### src/rtl/dlx_execute_unit.sv
// DLX execute unit: registered operand/decode stage feeding a registered
// ALU/shifter stage, plus the store-data path toward data memory.
module dlx_execute_unit (
  input  logic        clk,
  input  logic        rst,
  input  logic        en_ex,
  input  logic [31:0] src1,
  input  logic [31:0] src2,
  input  logic [31:0] imm,
  input  logic [31:0] mem_read,
  input  logic [6:0]  cntrl_in,
  output logic [31:0] aluout,
  output logic        carry,
  output logic        mem_wr_en,
  output logic [31:0] mem_write_out
);

  localparam logic [2:0] CL_ARITH = 3'b000;
  localparam logic [2:0] CL_SHIFT = 3'b001;
  localparam logic [2:0] CL_LOAD  = 3'b010;
  localparam logic [2:0] CL_STORE = 3'b011;

  localparam logic [2:0] OP_ADD  = 3'd0;
  localparam logic [2:0] OP_SUB  = 3'd1;
  localparam logic [2:0] OP_NOT  = 3'd2;
  localparam logic [2:0] OP_AND  = 3'd3;
  localparam logic [2:0] OP_OR   = 3'd4;
  localparam logic [2:0] OP_XOR  = 3'd5;
  localparam logic [2:0] OP_SLT  = 3'd6;
  localparam logic [2:0] OP_PASS = 3'd7;

  logic [31:0] aluin1_q, aluin1_d;
  logic [31:0] aluin2_q, aluin2_d;
  logic [2:0]  opsel_q, opsel_d;
  logic [4:0]  shift_nos_q, shift_nos_d;
  logic        en_ar_q, en_ar_d;
  logic        en_sh_q, en_sh_d;
  logic        mem_wr_en_q, mem_wr_en_d;
  logic [31:0] mem_write_out_q, mem_write_out_d;
  logic [31:0] aluout_q, aluout_d;
  logic        carry_q, carry_d;

  logic [31:0] opb;
  assign opb = cntrl_in[3] ? imm : src2;

  always_comb begin
    aluin1_d        = aluin1_q;
    aluin2_d        = aluin2_q;
    opsel_d         = opsel_q;
    shift_nos_d     = shift_nos_q;
    mem_write_out_d = mem_write_out_q;
    en_ar_d         = 1'b0;
    en_sh_d         = 1'b0;
    mem_wr_en_d     = 1'b0;
    if (en_ex) begin
      case (cntrl_in[6:4])
        CL_ARITH: begin
          aluin1_d = src1;
          aluin2_d = opb;
          opsel_d  = cntrl_in[2:0];
          en_ar_d  = 1'b1;
        end
        CL_SHIFT: begin
          aluin1_d    = src1;
          aluin2_d    = opb;
          shift_nos_d = opb[4:0];
          opsel_d     = cntrl_in[2:0];
          en_sh_d     = 1'b1;
        end
        CL_LOAD: begin
          aluin1_d = mem_read;
          aluin2_d = 32'd0;
          opsel_d  = OP_ADD;
          en_ar_d  = 1'b1;
        end
        CL_STORE: begin
          aluin1_d        = src1;
          aluin2_d        = imm;
          opsel_d         = OP_ADD;
          en_ar_d         = 1'b1;
          mem_wr_en_d     = 1'b1;
          mem_write_out_d = src2;
        end
        default: ;
      endcase
    end
  end

  logic [32:0] sum33, dif33;
  logic        slt;
  logic [31:0] ar_res;
  logic        ar_c;

  assign sum33 = {1'b0, aluin1_q} + {1'b0, aluin2_q};
  assign dif33 = {1'b0, aluin1_q} - {1'b0, aluin2_q};
  assign slt   = $signed(aluin1_q) < $signed(aluin2_q);

  always_comb begin
    ar_res = 32'd0;
    ar_c   = 1'b0;
    unique case (opsel_q)
      OP_ADD:  begin ar_res = sum33[31:0]; ar_c = sum33[32]; end
      OP_SUB:  begin ar_res = dif33[31:0]; ar_c = dif33[32]; end
      OP_NOT:  ar_res = ~aluin1_q;
      OP_AND:  ar_res = aluin1_q & aluin2_q;
      OP_OR:   ar_res = aluin1_q | aluin2_q;
      OP_XOR:  ar_res = aluin1_q ^ aluin2_q;
      OP_SLT:  ar_res = {31'd0, slt};
      OP_PASS: ar_res = aluin2_q;
    endcase
  end

  // Extra guard bit on each side captures the last bit shifted out.
  logic [32:0]        shl_x, shr_x;
  logic signed [32:0] sra_x;
  logic [63:0]        rol_x, ror_x;
  logic [31:0]        sh_res;
  logic               sh_c;

  assign shl_x = {1'b0, aluin1_q} << shift_nos_q;
  assign shr_x = {aluin1_q, 1'b0} >> shift_nos_q;
  assign sra_x = $signed({aluin1_q, 1'b0}) >>> shift_nos_q;
  assign rol_x = {aluin1_q, aluin1_q} << shift_nos_q;
  assign ror_x = {aluin1_q, aluin1_q} >> shift_nos_q;

  always_comb begin
    sh_res = aluin1_q;
    sh_c   = 1'b0;
    unique case (opsel_q)
      3'd0, 3'd1: begin sh_res = shl_x[31:0]; sh_c = shl_x[32]; end
      3'd2:       begin sh_res = shr_x[32:1]; sh_c = shr_x[0]; end
      3'd3:       begin sh_res = sra_x[32:1]; sh_c = sra_x[0]; end
      3'd4:       sh_res = rol_x[63:32];
      3'd5:       sh_res = ror_x[31:0];
      3'd6, 3'd7: sh_res = aluin1_q;
    endcase
  end

  always_comb begin
    aluout_d = aluout_q;
    carry_d  = carry_q;
    if (en_ar_q) begin
      aluout_d = ar_res;
      carry_d  = ar_c;
    end else if (en_sh_q) begin
      aluout_d = sh_res;
      carry_d  = sh_c;
    end
  end

  always_ff @(posedge clk or posedge rst) begin
    if (rst) begin
      aluin1_q        <= 32'd0;
      aluin2_q        <= 32'd0;
      opsel_q         <= 3'd0;
      shift_nos_q     <= 5'd0;
      en_ar_q         <= 1'b0;
      en_sh_q         <= 1'b0;
      mem_wr_en_q     <= 1'b0;
      mem_write_out_q <= 32'd0;
      aluout_q        <= 32'd0;
      carry_q         <= 1'b0;
    end else begin
      aluin1_q        <= aluin1_d;
      aluin2_q        <= aluin2_d;
      opsel_q         <= opsel_d;
      shift_nos_q     <= shift_nos_d;
      en_ar_q         <= en_ar_d;
      en_sh_q         <= en_sh_d;
      mem_wr_en_q     <= mem_wr_en_d;
      mem_write_out_q <= mem_write_out_d;
      aluout_q        <= aluout_d;
      carry_q         <= carry_d;
    end
  end

  assign aluout        = aluout_q;
  assign carry         = carry_q;
  assign mem_wr_en     = mem_wr_en_q;
  assign mem_write_out = mem_write_out_q;

endmodule

### config.mk
export PLATFORM = sky130hd
export DESIGN_NAME = dlx_execute_unit
export DESIGN_NICKNAME = d
export VERILOG_FILES = /design/src/rtl/dlx_execute_unit.sv
export SDC_FILE = /design/constraint.sdc
export NUM_CORES = 1
export LEC_CHECK = 0
export BUFFER_PORTS_ARGS = -buffer_cell sky130_fd_sc_hd__buf_2
export CORE_MARGIN = 4
export CORE_UTILIZATION = 39
export CTS_CLUSTER_DIAMETER = 50
export DETAILED_ROUTE_END_ITERATION = 10
export RECOVER_POWER = 50
export SYNTH_ARGS = -nofsm -noshare
export SYNTH_HDL_FRONTEND = slang
export SYNTH_SLANG_ARGS = --single-unit
### constraint.sdc
create_clock -name clk -period 11.3 [get_ports clk]
set_clock_uncertainty 0.05 [all_clocks]
set_input_delay 1.695 -clock clk [delete_from_list [all_inputs] [get_ports clk]]
set_output_delay 1.695 -clock clk [all_outputs]
set_load 0.005 [all_outputs]
==> flow_metrics.py <==
metrics = {
    "outcome": {
        "status": "finished, violations left",
        "violations": "capacitance limit, slew limit",
    },
    "routing": {
        "detail-route-antenna-nets": 0,
        "dr.pass1.iters": 6,
        "drc_errors": 0,
        "drt_first_iter_violations": 2513,
        "vias": 19010,
        "viasPerCell": 6.614,
        "routedWlPerCell_um": 29.68,
        "wirelength_um": 85310,
    },
    "synth": {
        "synth_edf_count": 0,
        "ys_ff_latch": 140,
        "ys.warnings.count": 0,
        "synth_area_leader_cell": "dfrtp_1",
        "ys_types": 86,
        "syn_area_per_cell_um2": 7.794,
        "synthTopCellsByArea": "dfrtp_1, mux2i_1, ha_1, mux4_2, a21oi_1",
        "yosysSeqAreaShare_pct": 20.40,
        "synthFlopType": "dfrtp_1",
        "synth_fp_nets": 2439,
        "syn_area_um2": 17170,
        "ys_async_sr_fraction_pct": 100.0,
        "synth_cells": 2203,
        "yosysTopAreaCellShare_pct": 20.40,
    },
    "pwr": {
        "power_frac_clock_pct": 19.2,
        "swShare_pct": 50.73,
        "p_seq_share_pct": 21.3,
        "p_switching_w": 0.001813,
        "power_density_nw_per_um2": 187.0,
        "p_comb_share_pct": 59.5,
        "ir_drop_v": 0.0001401,
        "p_leak_nw": 8.234,
        "p_int_w": 0.001761,
        "power_w": 0.003574,
    },
    "floorplanning": {
        "core-area_um2": 43270,
        "die_area_um2": 47450,
        "rows": 76,
        "die_w_um": 217.8,
        "io-pin-count": 204,
        "die_y_um": 217.8,
        "start_util_pct": 39.68,
    },
    "critical_path": {
        "arrival_ps": 5780,
        "endpoint_kind": "flip-flop",
        "cp.required_ps": 11620,
        "path_max_fanout": 87,
        "critPathLaunchType": "input port",
        "critical_path_class": "in2reg",
    },
    "job": {
        "drv_cap": 4,
    },
    "finish": {
        "syn_to_final_growth_pct": 11.28,
        "stdcell_area_um2": 19110,
        "layout-drive-gt1-share_pct": 17.48,
        "fin_cells": 2874,
        "final_net_count": 2511,
        "fillCellCount": 4420,
    },
    "clocking": {
        "hold_buffers": 0,
        "cts_buffers": 17,
        "path_clk_slew_ps": 70,
        "clk_latency_ps": 510,
        "clockBufferDepth": 2,
        "cts_root_buffer": "clkbuf_16",
        "htreeDepth": 4,
        "cts_tree": "yes",
        "post_cts_buffers": 0,
        "cts_resized": 0,
        "cts.sinks": 140,
    },
    "placed_design": {
        "dpl.hpwl_um": 62180,
        "gp_congestion": 1.020,
        "place_worst_setup_slack_ps": 6838,
        "place_area_um2": 18520,
        "port_buffers": 203,
        "numPlacedInstances": 2841,
    },
    "timing": {
        "worstMarginPinSlew_ps": 3698,
        "fin_crit_sh_pct": 48.36,
        "maxSlewHeadroom_pct": -146.6,
        "rsz0062_at_grt": "false",
        "drv_slew": 222,
        "setup_tns_ps": 0,
        "hold_viol_final": 0,
        "setup_viol": 0,
        "setup_slack_ps": 5836,
        "final.min_clock_period_ps": 5464,
        "timing.fmax_mhz": 183.0,
    },
    "global_routing": {
        "grt_pass1_vias": 18170,
        "grt_max_degree": 88,
        "grt.total_usage_pct": 35.23,
        "grt_pass1_wl_um": 124000,
        "grt.overflow.total": 0,
        "antenna_found_initial": 1,
    },
    "min_path": {
        "hp-class": "reg2reg",
    },
}
[final cells by class]
class	count	area (µm²)	share of cell area (%)
Tap cell	585	732.0	3.831
Clock buffer	18	439.2	2.298
Antenna cell	1	2.502	0.01310
Timing Repair Buffer	267	1430	7.485
Sequential cell	140	3515	18.39
Multi-Input combinational cell	1728	12300	64.39
Clock inverter	14	230.2	1.205
Inverter	121	455.4	2.384
[per-stage QoR]
stage | hold slack [ps] | utilization, %
final | 453.6 | 44.16
after floorplan | 454.2 | -
after detailed placement | 436.8 | 42.80
after CTS | 451.0 | 44.35
after global placement | 431.5 | 42.80
after global routing | 468.4 | 44.16
[cell usage in the layout, fill, tap and decap left out, drive strengths merged, types with 16 or more instances in the layout]
master and instances:
nand2 233, buf 218, nor2 191, a21oi 188
o21ai 184, mux2i 142, dfrtp 140, inv 124
ha 96, clkbuf 67, a221oi 65, mux2 58
mux4 48, o22ai 43, nor3 43, a211oi 31
o211ai 29, a21o 21, nand3 19, a31oi 18
o221ai 18, nor2b 16
[power by group through the flow]
stage / clock (W) / sequential (W) / combinational (W)
4_1_cts: 0.000697 / 0.000755 / 0.00207
2_1_floorplan: 0 / 0.000685 / 0.00140
3_3_place_gp: 0 / 0.000762 / 0.00206
6_report: 0.000685 / 0.000762 / 0.00213
5_1_grt: 0.000713 / 0.000773 / 0.00226
3_5_place_dp: 0 / 0.000764 / 0.00206
[routing by layer]
layer  vias up  share of wire (%)  global-route usage (%)  wire length, µm
met5         -              0.042                       0               36
li1       8329                  -                       -                -
met4         4                6.2                   18.22             5310
met1      9290                 41                   47.57            35190
met3       253                 10                   9.865             8718
met2      1134                 42                   51.43            36060
[critical path, cell delays in order]
cell	delay [ps]
buf_2	110
inv_1	90
nand2_4	340
clkbuf_1	2620
a221oi_1	450
a21oi_1	390
[synth_stat cells, types with 15 or more instances]
master	count
a31oi_1	18
a221oi_1	64
dfrtp_1	140
a221o_1	15
nand3_1	19
nand2_1	233
o211ai_1	29
buf_1	17
nor3_1	43
nor2_1	191
o221ai_1	18
clkbuf_1	145
nor2b_1	16
mux4_2	48
mux2i_1	142
inv_1	117
o22ai_1	43
o21ai_0	175
a21oi_1	188
buf_2	34
mux2_2	58
a211oi_1	30
o31ai_1	15
ha_1	96
a21o_1	21
[registers in the layout, indices dropped and copies added (netlist names)]
name           cells
aluin1_q          32
aluin2_q          32
aluout            32
carry              1
en_ar_q            1
en_sh_q            1
mem_wr_en          1
mem_write_out     32
opsel_q            3
shift_nos_q        5
[logic make-up after synthesis]
kind of cell	Yosys count	synth area share, %
flip-flops	140	20.40
buffers and inverters	335	8.147
XOR/XNOR	12	0.6121
adder cells (fa/ha/maj)	98	7.229
multiplexers	248	18.38
AO/OA/AOI/OAI	768	29.74
AND/OR/NAND/NOR	602	15.49
[final timing paths]
path                                   from          endpoint  slack [ps]  cells after the start
max in group asynchronous               rst      aluin2_q[28]        6880                      3
max reg2reg                  shift_nos_q[1]        aluout[22]        6720                      8
max                             cntrl_in[6]      aluin2_q[24]        5840                      6
min                        mem_write_out[7]  mem_write_out[7]         450                      1
min reg2reg                mem_write_out[7]  mem_write_out[7]         450                      1
min in group asynchronous               rst      aluin1_q[16]        2170                      2
(Power assumes the default switching activity.)
